===== src/rtl/lb_pkg.sv =====
// lb_pkg: constants and types shared by the window line buffer and the
// inner-product stages that consume its window.
//
//   PIX_W     width of one grey pixel
//   WIN       window edge length (9x9 neighbourhood)
//   WIN_AREA  number of entries in one window
//   NUM_LINES number of buffered previous rows
//   pix_t     one pixel
//   win_t     one window, indexed r*WIN + c (r=0 top/oldest, c=0 left/oldest)
package lb_pkg;

  localparam int PIX_W     = 7;
  localparam int WIN       = 9;
  localparam int WIN_AREA  = WIN * WIN;
  localparam int NUM_LINES = WIN - 1;

  typedef logic [PIX_W-1:0] pix_t;
  typedef pix_t win_t [0:WIN_AREA-1];

  // Flat window index of row r, column c.
  function automatic int win_idx(input int r, input int c);
    return r * WIN + c;
  endfunction

endpackage


===== src/rtl/lb_line_mem.sv =====
// lb_line_mem: one image row of pixel storage with a single shared address.
// The read is combinational from the current contents, so a write to the
// same address on the same edge returns the old value (read-before-write).
// Contents are deliberately not reset.
//
// Ports:
//   clk      clock
//   wr_en    write rd address with wr_data on the rising edge
//   addr     shared read/write column address
//   wr_data  pixel to store
//   rd_data  pixel currently stored at addr
module lb_line_mem
  import lb_pkg::*;
#(
  parameter int DEPTH  = 28,
  parameter int ADDR_W = $clog2(DEPTH)
) (
  input  logic              clk,
  input  logic              wr_en,
  input  logic [ADDR_W-1:0] addr,
  input  logic [PIX_W-1:0]  wr_data,
  output logic [PIX_W-1:0]  rd_data
);

  pix_t mem_q [0:DEPTH-1];

  assign rd_data = mem_q[addr];

  // Plain storage array: no reset, valid gating upstream hides stale data.
  always_ff @(posedge clk) begin
    if (wr_en) begin
      mem_q[addr] <= wr_data;
    end
  end

endmodule


===== src/rtl/window_linebuffer.sv =====
// window_linebuffer: streaming 9x9 window generator.
// Accepts a raster-order pixel stream, keeps the previous eight rows in a
// chain of line memories and presents every fully in-image 9x9 neighbourhood
// as an 81-entry window with a one-cycle valid pulse.
//
// Ports:
//   clk        clock, rising edge
//   rst_n      asynchronous active-low reset
//   pix_in     input pixel
//   pix_valid  pixel accepted on this edge (no back-pressure)
//   sof        start of frame, qualified by pix_valid; pixel is (0,0)
//   window     current window, index r*9+c, window[80] is the newest pixel
//   win_valid  one-cycle pulse when window holds a new complete neighbourhood
//   win_row    (LB_COORD_EN only) bottom row of the current window
//   win_col    (LB_COORD_EN only) right column of the current window
//
// Configuration macro: LB_COORD_EN adds the win_row/win_col outputs.
module window_linebuffer
  import lb_pkg::*;
#(
  parameter int IMG_W = 28,
  parameter int IMG_H = 28
) (
  input  logic                     clk,
  input  logic                     rst_n,
  input  logic [PIX_W-1:0]         pix_in,
  input  logic                     pix_valid,
  input  logic                     sof,
  output win_t                     window,
  output logic                     win_valid
`ifdef LB_COORD_EN
  ,
  output logic [$clog2(IMG_H)-1:0] win_row,
  output logic [$clog2(IMG_W)-1:0] win_col
`endif
);

  localparam int COL_W = $clog2(IMG_W);
  localparam int ROW_W = $clog2(IMG_H);
  localparam logic [COL_W-1:0] COL_LAST = COL_W'(IMG_W - 1);
  localparam logic [ROW_W-1:0] ROW_LAST = ROW_W'(IMG_H - 1);
  localparam logic [COL_W-1:0] COL_FULL = COL_W'(WIN - 1);
  localparam logic [ROW_W-1:0] ROW_FULL = ROW_W'(WIN - 1);

  logic [COL_W-1:0] col_q, col_d, pos_col;
  logic [ROW_W-1:0] row_q, row_d, pos_row;
  logic             win_valid_q, win_valid_d;
  win_t             window_q, window_d;
  pix_t             line_rd [NUM_LINES];
  pix_t             line_wr [NUM_LINES];

  // Position of the pixel being accepted: sof forces it to (0,0),
  // otherwise it is the running counter value.
  always_comb begin
    pos_col = col_q;
    pos_row = row_q;
    if (sof) begin
      pos_col = '0;
      pos_row = '0;
    end
  end

  // Counters advance from the accepted position; the wrap at the last
  // pixel of the frame starts the next frame without needing sof.
  always_comb begin
    col_d = col_q;
    row_d = row_q;
    if (pix_valid) begin
      if (pos_col == COL_LAST) begin
        col_d = '0;
        row_d = (pos_row == ROW_LAST) ? '0 : pos_row + ROW_W'(1);
      end else begin
        col_d = pos_col + COL_W'(1);
        row_d = pos_row;
      end
    end
  end

  // Line chain: the new pixel enters L0 and each line hands its old value
  // at this column one line further up.
  always_comb begin
    line_wr[0] = pix_in;
    for (int k = 1; k < NUM_LINES; k++) begin
      line_wr[k] = line_rd[k-1];
    end
  end

  for (genvar k = 0; k < NUM_LINES; k++) begin : g_line
    lb_line_mem #(
      .DEPTH (IMG_W)
    ) u_mem (
      .clk     (clk),
      .wr_en   (pix_valid),
      .addr    (pos_col),
      .wr_data (line_wr[k]),
      .rd_data (line_rd[k])
    );
  end

  // Window shift: every row moves one column left and the new right column
  // is filled top to bottom with L7..L0 followed by the incoming pixel.
  always_comb begin
    window_d    = window_q;
    win_valid_d = 1'b0;
    if (pix_valid) begin
      for (int r = 0; r < WIN; r++) begin
        for (int c = 0; c < WIN - 1; c++) begin
          window_d[win_idx(r, c)] = window_q[win_idx(r, c + 1)];
        end
      end
      for (int r = 0; r < NUM_LINES; r++) begin
        window_d[win_idx(r, WIN - 1)] = line_rd[NUM_LINES - 1 - r];
      end
      window_d[WIN_AREA - 1] = pix_in;
      win_valid_d = (pos_row >= ROW_FULL) && (pos_col >= COL_FULL);
    end
  end

  // State registers; line memories are intentionally outside the reset.
  always_ff @(posedge clk or negedge rst_n) begin
    if (!rst_n) begin
      col_q       <= '0;
      row_q       <= '0;
      win_valid_q <= 1'b0;
      for (int i = 0; i < WIN_AREA; i++) begin
        window_q[i] <= '0;
      end
    end else begin
      col_q       <= col_d;
      row_q       <= row_d;
      win_valid_q <= win_valid_d;
      window_q    <= window_d;
    end
  end

  assign window    = window_q;
  assign win_valid = win_valid_q;

`ifdef LB_COORD_EN
  logic [ROW_W-1:0] win_row_q, win_row_d;
  logic [COL_W-1:0] win_col_q, win_col_d;

  // Coordinates follow the window: they move on every accepted pixel.
  always_comb begin
    win_row_d = win_row_q;
    win_col_d = win_col_q;
    if (pix_valid) begin
      win_row_d = pos_row;
      win_col_d = pos_col;
    end
  end

  always_ff @(posedge clk or negedge rst_n) begin
    if (!rst_n) begin
      win_row_q <= '0;
      win_col_q <= '0;
    end else begin
      win_row_q <= win_row_d;
      win_col_q <= win_col_d;
    end
  end

  assign win_row = win_row_q;
  assign win_col = win_col_q;
`endif

endmodule


===== config.mk =====
export PLATFORM = sky130hd
export DESIGN_NAME = window_linebuffer
export DESIGN_NICKNAME = d
export VERILOG_FILES = /design/src/rtl/lb_pkg.sv /design/src/rtl/lb_line_mem.sv /design/src/rtl/window_linebuffer.sv
export SDC_FILE = /design/constraint.sdc
export NUM_CORES = 2
export LEC_CHECK = 0
export BUFFER_PORTS_ARGS = -buffer_cell sky130_fd_sc_hd__buf_2
export CAP_MARGIN = 20
export CORE_ASPECT_RATIO = 1.1
export CORE_UTILIZATION = 50
export DETAILED_ROUTE_END_ITERATION = 16
export GPL_ROUTABILITY_DRIVEN = 0
export MAX_ROUTING_LAYER = met4
export PLACE_DENSITY_LB_ADDON = 0.3
export RECOVER_POWER = 50
export REMOVE_ABC_BUFFERS = 1
export SETUP_SLACK_MARGIN = 0.15
export SYNTH_ARGS = -nofsm -noshare
export SYNTH_HDL_FRONTEND = slang
export SYNTH_SLANG_ARGS = --single-unit

===== constraint.sdc =====
create_clock -name clk -period 11.5 [get_ports clk]
set_clock_uncertainty 0.2 [all_clocks]
set_input_delay 1.15 -clock clk [delete_from_list [all_inputs] [get_ports clk]]
set_output_delay 1.15 -clock clk [all_outputs]
set_load 0.03 [all_outputs]

==> reports/results.tsv <==
metric	value	unit
status	finished with violations	
violations	max-capacitance violations, max-slew violations	
layout_min_cycle_time	7890	ps
routed_wl	222000	um
die_area	166000	sq um
vias	48300	
tightestPinTransition	4820	ps
rr_endpoint	g_line[7].u_mem.mem_q[18][1]	
vdd_drop_max	0.000187	V
grt_start_max_net_pins	167	
worstSetupStartpointType	primary input	
cts-buffers-inserted	206	
placed_cell_area	87500	sq um
routedWlPerCell	28.9	um
finalSetupViolations	0	
clkPwrFrac	32.0	%
cts.htree.levels	4	
ys.flop_type	edfxtp_1	
drv_slew	1139	
combPwrFrac	20.6	%
core_area	163000	sq um
hold_violations	0	
synth_edf_count	1568	
final_area	93400	sq um
hpwl	119000	um
grt_pass1_wl	321000	um
ant_nets	0	
fmax	0.127	GHz
drc	0	
internal-power	14.6	mW
io_pins	579	
cts_resized	0	
fin_crit_sh	68.6	%
path_clk_slew	60	ps
placed_cells	7304	
drive_above_1_share	21.3	%
avgSynthCellArea	17.0	sq um
cts_sinks	2146	
cts-hold-fix-buffers	0	
p_sw_share	31.6	%
rows	155	
hp-class	flip-flop to flip-flop	
cp.required	12010	ps
post-cts-setup-buffers	0	
rr_startpoint	col_q[0]	
synth_area	82100	sq um
rsz0062_at_grt	false	
worstPathMaxFanout	141	
clockRootBuffer	clkbuf_16	
firstDrtPassIters	6	
relSlewSlack	-221	%
overflow	0	
tritoncts	yes	
instances_no_fill	7695	
worstHoldPathCells	1	
finalSetupTns	0	ps
end_kind	flip-flop	
grt_pass1_vias	47000	
antenna_found_initial	1	
die_w	388	um
layout.nets	5408	
synthDistinctLibCells	62	
switchingPower	6.75	mW
r2r_slack	3880	ps
yosysWarnings	0	
areaGrowthSynthToFinish	13.8	%
hold_end	window[290]	
synth_seq_area_share	75.0	%
critPathArrivalTime	8400	ps
crit_path_max_incr_delay	2160	ps
p_per_area	229	nW/um^2
power	21.4	mW
clk_path_buf_depth	3	
pwr-share-seq	47.4	%
async_flop_share	26.9	%
crit_path_frequent_cell	clkbuf_1	
clock_latency	860	ps
ys_ff_latch	2146	
p_leak	32.0	nW
n_fill_cell	12600	
die-height	427	um
maxCapViolCount	34	
start_util	50.5	%
hold_start	window[283]	
drtIter0Drc	5820	
cp_slowest_cell	clkbuf_1	
r2r_cells	9	
worstPathCellList	clkbuf_1 > clkbuf_1 > buf_12 > clkbuf_1 > mux2_2	
syn_inst	4816	
viasPerCell	6.28	
portBuffers	578	
critPathKind	primary input to flip-flop	
grt_usage	27.2	%
## worst max-delay path, delay by kind of cell
kind     cells  cell delay (ps)
buf+inv      4             6420
mux          1              480
## routing by layer
metal	up-vias	part of all wire [%]	global-route usage, %
met3	568	11	4.88
met2	3033	48	43.1
met5	-	0	-
met1	24700	38	35.5
met4	0	4.0	10.1
li1	20000	-	-
## worst max-delay path by stage
stage	start	endpoint	slack [ps]
final	pix_valid	window[377]	3610
after global routing	pix_valid	window[377]	3040
after CTS	col_q[0]	g_line[5].u_mem.mem_q[4][4]	5880
after detailed placement	col_q[0]	g_line[5].u_mem.mem_q[4][4]	5900
after global placement	col_q[0]	g_line[6].u_mem.mem_q[6][4]	5750
after floorplan	col_q[0]	g_line[0].u_mem.mem_q[10][0]	-7280
## final cells by class
type                            instances  area [sq um]  share of cell area (%)
Sequential cell                      2146         61600                    65.9
Clock inverter                        106          1200                    1.29
Tap cell                             2119          2650                    2.84
Inverter                                9          38.8                  0.0415
Antenna cell                            2          5.00                 0.00536
Clock buffer                          281          5670                    6.07
Multi-Input combinational cell       2339         19200                    20.5
Timing Repair Buffer                  693          3100                    3.31
## sequential cells by signal, indices dropped and copies added (netlist names)
name and count:
col_q 5, g_line.u_mem.mem_q 1568, row_q 5, win_valid 1
window 567
## cell usage after synthesis, drive strengths merged (5+ instances only)
cell | number | area [sq um]
a222oi | 31 | 310
a21oi | 135 | 676
dfrtp | 578 | 14500
nand3b | 10 | 78.8
nand2 | 296 | 1110
nor4 | 7 | 43.8
a211oi | 99 | 743
clkbuf | 171 | 642
and2 | 6 | 37.5
o22ai | 37 | 231
nand3 | 36 | 180
o32ai | 6 | 52.6
a31oi | 49 | 307
and3 | 6 | 37.5
a21o | 7 | 52.6
o21ai | 131 | 656
a311oi | 22 | 193
mux4 | 26 | 586
a22oi | 81 | 608
mux2 | 692 | 7800
a32oi | 14 | 123
buf | 151 | 876
a221oi | 136 | 1230
nor3 | 10 | 50.1
mux2i | 170 | 1700
a22o | 5 | 43.8
nor2b | 34 | 213
edfxtp | 1568 | 47100
and3b | 7 | 61.3
nand2b | 6 | 37.5
inv | 9 | 33.8
a41oi | 17 | 149
o221ai | 54 | 473
a221o | 7 | 70.1
o221a | 15 | 169
nor3b | 23 | 183
nor2 | 138 | 518
## kinds of logic after synthesis
| group | after synthesis | share of synthesized area (%) |
|---|---|---|
| flops | 2146 | 75.0 |
| mux | 888 | 12.3 |
| compound gates | 862 | 7.63 |
| simple gates | 587 | 3.20 |
| buf+inv | 331 | 1.89 |
| fa+ha+maj | 2 | 0.0305 |
## placed cells by master, fill, tap and decap left out, drive strengths merged, types with 99 or more instances in the layout
cell type	netlist	layout
mux2	692	692
a211oi	99	99
dfrtp	578	578
o21ai	131	131
mux2i	170	170
a21oi	135	135
nand2	296	296
clkbuf	171	886
a221oi	136	136
edfxtp	1568	1568
nor2	138	138
## metrics by stage
step / hold slack (ps) / util (%) / worst slack (ps)
3_3_place_gp: 284 / 53.7 / 5750
6_report: 291 / 57.4 / 3610
5_1_grt: 321 / 57.4 / 3040
4_1_cts: 37.3 / 58.0 / 5880
3_5_place_dp: 290 / 53.8 / 5900
2_1_floorplan: 287 / - / -7280
## power by group through the flow
stage	clock network, mW	registers, mW	logic (mW)
2_1_floorplan	0	11.7	1.56
3_3_place_gp	0	10.2	4.53
3_5_place_dp	0	10.3	4.61
4_1_cts	6.93	10.1	4.62
5_1_grt	7.22	10.3	4.64
6_report	6.83	10.1	4.40
No activity file was read; power rests on OpenSTA's default activity.
